$ cat config.mk
export PLATFORM = sky130hd
export DESIGN_NAME = dmem_bridge
export DESIGN_NICKNAME = d
export VERILOG_FILES = /design/src/rtl/dmem_bridge.sv
export SDC_FILE = /design/constraint.sdc
export NUM_CORES = 1
export LEC_CHECK = 0
export ABC_AREA = 1
export BUFFER_PORTS_ARGS = -buffer_cell sky130_fd_sc_hd__buf_2
export CAP_MARGIN = 20
export CORE_MARGIN = 1
export CORE_UTILIZATION = 41
export DETAILED_ROUTE_END_ITERATION = 16
export HOLD_SLACK_MARGIN = 0.12
export PLACE_DENSITY = 0.88
export SLEW_MARGIN = 25
export SYNTH_ARGS = -nofsm -noshare
export SYNTH_HDL_FRONTEND = slang
export SYNTH_SLANG_ARGS = --single-unit
$ cat constraint.sdc
create_clock -name clk -period 5.4 [get_ports clk]
set_input_delay 1.08 -clock clk [delete_from_list [all_inputs] [get_ports clk]]
set_output_delay 1.08 -clock clk [all_outputs]
set_load 0.005 [all_outputs]
$ cat src/rtl/dmem_bridge.sv
// dmem_bridge: converts the M-stage load/store request into an SRAM-like
// req/addr_ok/data_ok bus transaction. It generates byte strobes, extends
// load data, flags misaligned accesses and stalls the pipeline until the
// transaction completes.
// Optional feature: define DMEM_BUS_TIMEOUT_EN to abort transactions that
// spend TIMEOUT_CYC cycles in REQ+WAIT (pulses bus_errM).
module dmem_bridge #(
  parameter int unsigned TIMEOUT_CYC = 255
) (
  input  logic        clk,
  input  logic        rst,
  input  logic        memreadM,
  input  logic        memwriteM,
  input  logic [31:0] aluoutM,
  input  logic [31:0] writedataM,
  input  logic [1:0]  DMwrite_ctrl,
  input  logic [2:0]  DMread_ctrl,
  input  logic        flushM,
  output logic [31:0] readdataM,
  output logic        stallM,
  output logic        adelM,
  output logic        adesM,
  output logic        data_req,
  output logic        data_wr,
  output logic [1:0]  data_size,
  output logic [31:0] data_addr,
  output logic [3:0]  data_wstrb,
  output logic [31:0] data_wdata,
  input  logic        data_addr_ok,
  input  logic        data_data_ok,
  input  logic [31:0] data_rdata,
  output logic        bus_errM
);

  typedef enum logic [1:0] {
    S_IDLE = 2'd0,
    S_REQ  = 2'd1,
    S_WAIT = 2'd2,
    S_DONE = 2'd3
  } state_t;

  state_t      state;
  state_t      state_next;

  logic        is_store;
  logic        is_load;
  logic        access;
  logic        misaligned;
  logic        req_ok;
  logic        start;
  logic [1:0]  size;
  logic        cancel_q;
  logic        capture;
  logic        abort;
  logic        orphan;
  logic [7:0]  byte_sel;
  logic [15:0] half_sel;
  logic [31:0] load_ext;

  // A simultaneous read+write request is treated as a write
  assign is_store = memwriteM;
  assign is_load  = memreadM & ~memwriteM;
  assign access   = (memreadM | memwriteM) & ~flushM;

  // Access size encoding: 0 byte, 1 half, 2 word (reserved codes -> word)
  always_comb begin
    size = 2'd2;
    if (is_store) begin
      case (DMwrite_ctrl)
        2'b01:   size = 2'd1;
        2'b10:   size = 2'd0;
        default: size = 2'd2;
      endcase
    end else begin
      case (DMread_ctrl)
        3'b001, 3'b010: size = 2'd1;
        3'b011, 3'b100: size = 2'd0;
        default:        size = 2'd2;
      endcase
    end
  end

  assign misaligned = ((size == 2'd1) && aluoutM[0]) ||
                      ((size == 2'd2) && (aluoutM[1:0] != 2'b00));
  assign adelM      = is_load & misaligned;
  assign adesM      = is_store & misaligned;
  assign req_ok     = access & ~misaligned;
  // No new request in the abort-report cycle or while an aborted reply is owed
  assign start      = req_ok & ~bus_errM & ~orphan;

  assign data_addr  = aluoutM;
  assign data_size  = size;
  assign data_wr    = is_store;

  // Byte-lane strobes and lane-replicated write data
  always_comb begin
    data_wstrb = 4'b0000;
    data_wdata = writedataM;
    if (is_store) begin
      case (size)
        2'd0: begin
          data_wstrb = 4'b0001 << aluoutM[1:0];
          data_wdata = {4{writedataM[7:0]}};
        end
        2'd1: begin
          data_wstrb = aluoutM[1] ? 4'b1100 : 4'b0011;
          data_wdata = {2{writedataM[15:0]}};
        end
        default: data_wstrb = 4'b1111;
      endcase
    end
  end

  // Lane selection and sign/zero extension of the returned word
  always_comb begin
    case (aluoutM[1:0])
      2'd0:    byte_sel = data_rdata[7:0];
      2'd1:    byte_sel = data_rdata[15:8];
      2'd2:    byte_sel = data_rdata[23:16];
      default: byte_sel = data_rdata[31:24];
    endcase
    half_sel = aluoutM[1] ? data_rdata[31:16] : data_rdata[15:0];
    case (DMread_ctrl)
      3'b001:  load_ext = {{16{half_sel[15]}}, half_sel};
      3'b010:  load_ext = {16'h0000, half_sel};
      3'b011:  load_ext = {{24{byte_sel[7]}}, byte_sel};
      3'b100:  load_ext = {24'h000000, byte_sel};
      default: load_ext = data_rdata;
    endcase
  end

  // FSM state register
  always_ff @(posedge clk or negedge rst) begin
    if (!rst) state <= S_IDLE;
    else      state <= state_next;
  end

  // FSM next-state logic
  always_comb begin
    state_next = state;
    unique case (state)
      S_IDLE: if (start) state_next = S_REQ;
      S_REQ: begin
        if (flushM)                            state_next = S_IDLE;
        else if (data_addr_ok && data_data_ok) state_next = S_DONE;
        else if (data_addr_ok)                 state_next = S_WAIT;
        else if (abort)                        state_next = S_IDLE;
      end
      S_WAIT: begin
        if (data_data_ok)  state_next = (cancel_q || flushM) ? S_IDLE : S_DONE;
        else if (abort)    state_next = S_IDLE;
      end
      S_DONE: state_next = S_IDLE;
      default: state_next = S_IDLE;
    endcase
  end

  // FSM outputs: bus request and pipeline stall
  always_comb begin
    data_req = 1'b0;
    stallM   = 1'b0;
    unique case (state)
      S_IDLE: stallM = req_ok & ~bus_errM & rst;
      S_REQ: begin
        data_req = ~flushM;
        stallM   = 1'b1;
      end
      S_WAIT: stallM = 1'b1;
      default: ;
    endcase
  end

  // A flush during WAIT discards the reply that is still in flight
  always_ff @(posedge clk or negedge rst) begin
    if (!rst)                                       cancel_q <= 1'b0;
    else if (state == S_WAIT && state_next == S_WAIT) cancel_q <= cancel_q | flushM;
    else                                            cancel_q <= 1'b0;
  end

  // Load result is registered on the cycle the reply arrives, visible in DONE
  assign capture = (state_next == S_DONE) && is_load;

  always_ff @(posedge clk or negedge rst) begin
    if (!rst)         readdataM <= 32'h0000_0000;
    else if (capture) readdataM <= load_ext;
  end

`ifdef DMEM_BUS_TIMEOUT_EN
  localparam int unsigned CNT_W = $clog2(TIMEOUT_CYC + 1);

  logic [CNT_W-1:0] cnt_q;
  logic             in_bus;
  logic             timeout_hit;
  logic             orphan_q;

  assign in_bus      = (state == S_REQ) || (state == S_WAIT);
  assign timeout_hit = in_bus && (cnt_q >= CNT_W'(TIMEOUT_CYC - 1));
  assign abort       = timeout_hit &&
                       (((state == S_REQ) && !flushM && !data_addr_ok) ||
                        ((state == S_WAIT) && !data_data_ok));
  assign orphan      = orphan_q;

  // Cycles spent in REQ+WAIT for the current transaction
  always_ff @(posedge clk or negedge rst) begin
    if (!rst) cnt_q <= '0;
    else if (in_bus && (state_next == S_REQ || state_next == S_WAIT))
      cnt_q <= cnt_q + CNT_W'(1);
    else
      cnt_q <= '0;
  end

  // Error pulse, and swallow the late reply of a transaction aborted in WAIT
  always_ff @(posedge clk or negedge rst) begin
    if (!rst) begin
      bus_errM <= 1'b0;
      orphan_q <= 1'b0;
    end else begin
      bus_errM <= abort;
      if (abort && state == S_WAIT) orphan_q <= 1'b1;
      else if (data_data_ok)        orphan_q <= 1'b0;
    end
  end
`else
  logic unused_cfg;

  assign unused_cfg = (TIMEOUT_CYC == 32'd0);
  assign abort      = 1'b0;
  assign orphan     = 1'b0;
  assign bus_errM   = 1'b0;
`endif

endmodule

==> flow_summary.ini <==
[finish]
num-nets-final = 747
drive_gt1_share_pct = 28.4
stdcell_area_sq_um = 3990
final_common_cell = nand2_1
final_cell_mix = nand2_1, buf_2, inv_1
area.growth.synth_to_final_pct = 16.8

[worst_setup_path]
worstPathRequired_ns = 4.32
critPathCaptureType = output pin
path_buf_inv = 4
slowest_delay_ns = 0.47
crit_fanout = 28
startpoint_type = input port
worst-setup-path-type = input port to output pin
cp_slowest_cell = inv_1
worstPathCellList = buf_2, inv_1, nand2_1, inv_2, nor2_1, nand2_1, and2_1, nand4_1, a21oi_1, buf_2
cp_top_family = buffers and inverters
worstPathArrival_ns = 2.85

[routing]
wire_per_inst_um = 14.4
drt_pass1_iterations = 6
drt_iter0_drc = 399
viasPerCell = 5.06
vias = 3727
ant_nets = 0
drc = 0
routed_wl_um = 10600

[sta]
fin_crit_ns = 3.93
fin_skew_ns = 0.00673
fin_crit_sh_pct = 72.8
maxSlewHeadroom_pct = 35.1
setup_viol = 0
finalSetupTns_ns = 0
worst_slack_ns = 1.47
rsz0062_at_grt = false
worstMarginPinSlew_ns = 0.971
max_freq_mhz = 254
report.final.slew_viol_count = 0
hold_ws_ns = 0.588
hold_viol = 0

[logic_synthesis]
ys_ff_latch = 35
seq_area_frac_synth_pct = 25.7
synthArstFlopShare_pct = 100
ys_types = 30
netlist_area_sq_um = 3410
yosysWarnings = 0
postSynthAreaPerCell_sq_um = 6.35
synth_fp_nets = 651
synth_ff_type = dfrtp_1
synthCells = 537
synth_edf_count = 0

[power]
seqPwrFrac_pct = 32.2
power.density_nw_per_um2 = 357
leakagePower_uw = 0.00232
combPwrFrac_pct = 52.6
switchingPower_uw = 607
p_clk_share_pct = 15.3
switching_share_pct = 42.7
ir_worst_vdd_mv = 0.163
internal_power_uw = 814

[placed_design]
hpwlAfterDp_um = 8170
place_area_sq_um = 3870
io_buffers = 154
dp_slack_ns = 1.52
place_congestion = 0.936

[clocking]
numCtsBuffers = 5
postCtsSetupBuffers = 0
cts_tree = yes
htree_levels = 2
cts_root_buf = clkbuf_8
clk_latency_ns = 0.30
cts_resized = 0
clockBufferDepth = 2
clk_pin_slew_worst_paths_ns = 0.07
cts.sinks = 35
holdBufCountCts = 0

[worst_hold_path]
hold_path_class = flip-flop to flip-flop

[global_route]
grt_max_degree = 37
grt_pass1_wl_um = 16900
track_usage_pct = 24.8
grt.overflow.total = 0
grt_pass1_vias = 3264
antenna_found_initial = 0

[run_status]
outcome = completed

[die]
fp.dieW_um = 93.2
core-area_sq_um = 7890
dieArea_sq_um = 8690
initial_core_util_pct = 43.3
rows = 32
ios = 216
die_height_um = 93.2

[run]
maxCapViolCount = 0
## cells by family (layout without fill, tap and decap cells)
kind of cell	Yosys count	after routing	synth area share (%)
AND/OR/NAND/NOR	250	250	31.3
other	1	2	0.110
adder cells (fa/ha/maj)	6	6	2.20
flip-flops	35	35	25.7
AO/OA/AOI/OAI	103	103	19.3
buffers and inverters	142	239	21.5
## state kept, by name, indices dropped and copies added (netlist names)
register and cells:
readdataM 32, cancel_q 1, state 2
## power groups by stage
| stage | sequential (uW) | clock (uW) | combinational [uW] |
|---|---|---|---|
| 3_3_place_gp | 461 | 0 | 726 |
| 3_5_place_dp | 462 | 0 | 741 |
| 4_1_cts | 457 | 216 | 746 |
| 2_1_floorplan | 471 | 0 | 486 |
| 5_1_grt | 471 | 229 | 856 |
| 6_report | 457 | 217 | 747 |
## final cells by class
type	count	area [sq um]
fill	767	3900
timing repair buffer	156	786
sequential	35	876
multi-input combinational	360	1810
antenna	1	2.50
clock inverter	1	7.51
inverter	75	282
tap	102	128
clock buffer	7	96.3
## Yosys cell counts, types with 6 or more instances
| cell | n | share of area, % |
|---|---|---|
| a21oi_1 | 11 | 1.6 |
| buf_2 | 13 | 1.9 |
| buf_4 | 43 | 9.5 |
| clkbuf_1 | 6 | 0.66 |
| dfrtp_1 | 35 | 26 |
| ha_1 | 6 | 2.2 |
| inv_1 | 71 | 7.8 |
| nand2_1 | 177 | 19 |
| nand2_2 | 6 | 1.1 |
| nand3_1 | 29 | 4.3 |
| nand4_1 | 6 | 1.1 |
| nor2_1 | 22 | 2.4 |
| o211ai_1 | 10 | 2.2 |
| o21ai_0 | 35 | 5.1 |
| o21bai_1 | 32 | 7.0 |
| o221ai_1 | 6 | 1.5 |
| o22ai_1 | 8 | 1.5 |
## worst paths after layout
kind                               startpoint       endpoint  slack [ns]  depth (start not counted)
worst max-delay path               aluoutM[1]         stallM        1.47                         10
worst min-delay path            readdataM[11]  readdataM[11]        0.59                          3
worst max register to register       state[0]  readdataM[31]        2.80                          8
worst min register to register  readdataM[11]  readdataM[11]        0.59                          3
max in group asynchronous                 rst       state[0]        4.27                          2
min in group asynchronous                 rst  readdataM[25]        0.81                          2
## worst reg2reg max path: cells and delay by family (launching register included)
kind	cells	cell delay, ns
compound gates	2	0.46
simple gates	4	1.33
fa+ha+maj	1	0.20
flops	1	0.42
buf+inv	1	0.13
## per-stage QoR
stage	instances	utilization, %	power (uW)
finish	737	50.5	1420
global placement	728	49.1	1190
floorplan	537	-	957
detailed placement	728	49.1	1200
global route	736	50.5	1560
CTS	736	50.4	1420
## per-layer routing
layer	vias to the layer above	wire, um	global-route usage [%]
met5	-	0	0
met4	0	304	8.85
met3	37	944	3.66
met2	190	4870	39.2
met1	1640	4520	34.4
li1	1860	-	-
No activity file was read; power rests on OpenSTA's default activity.
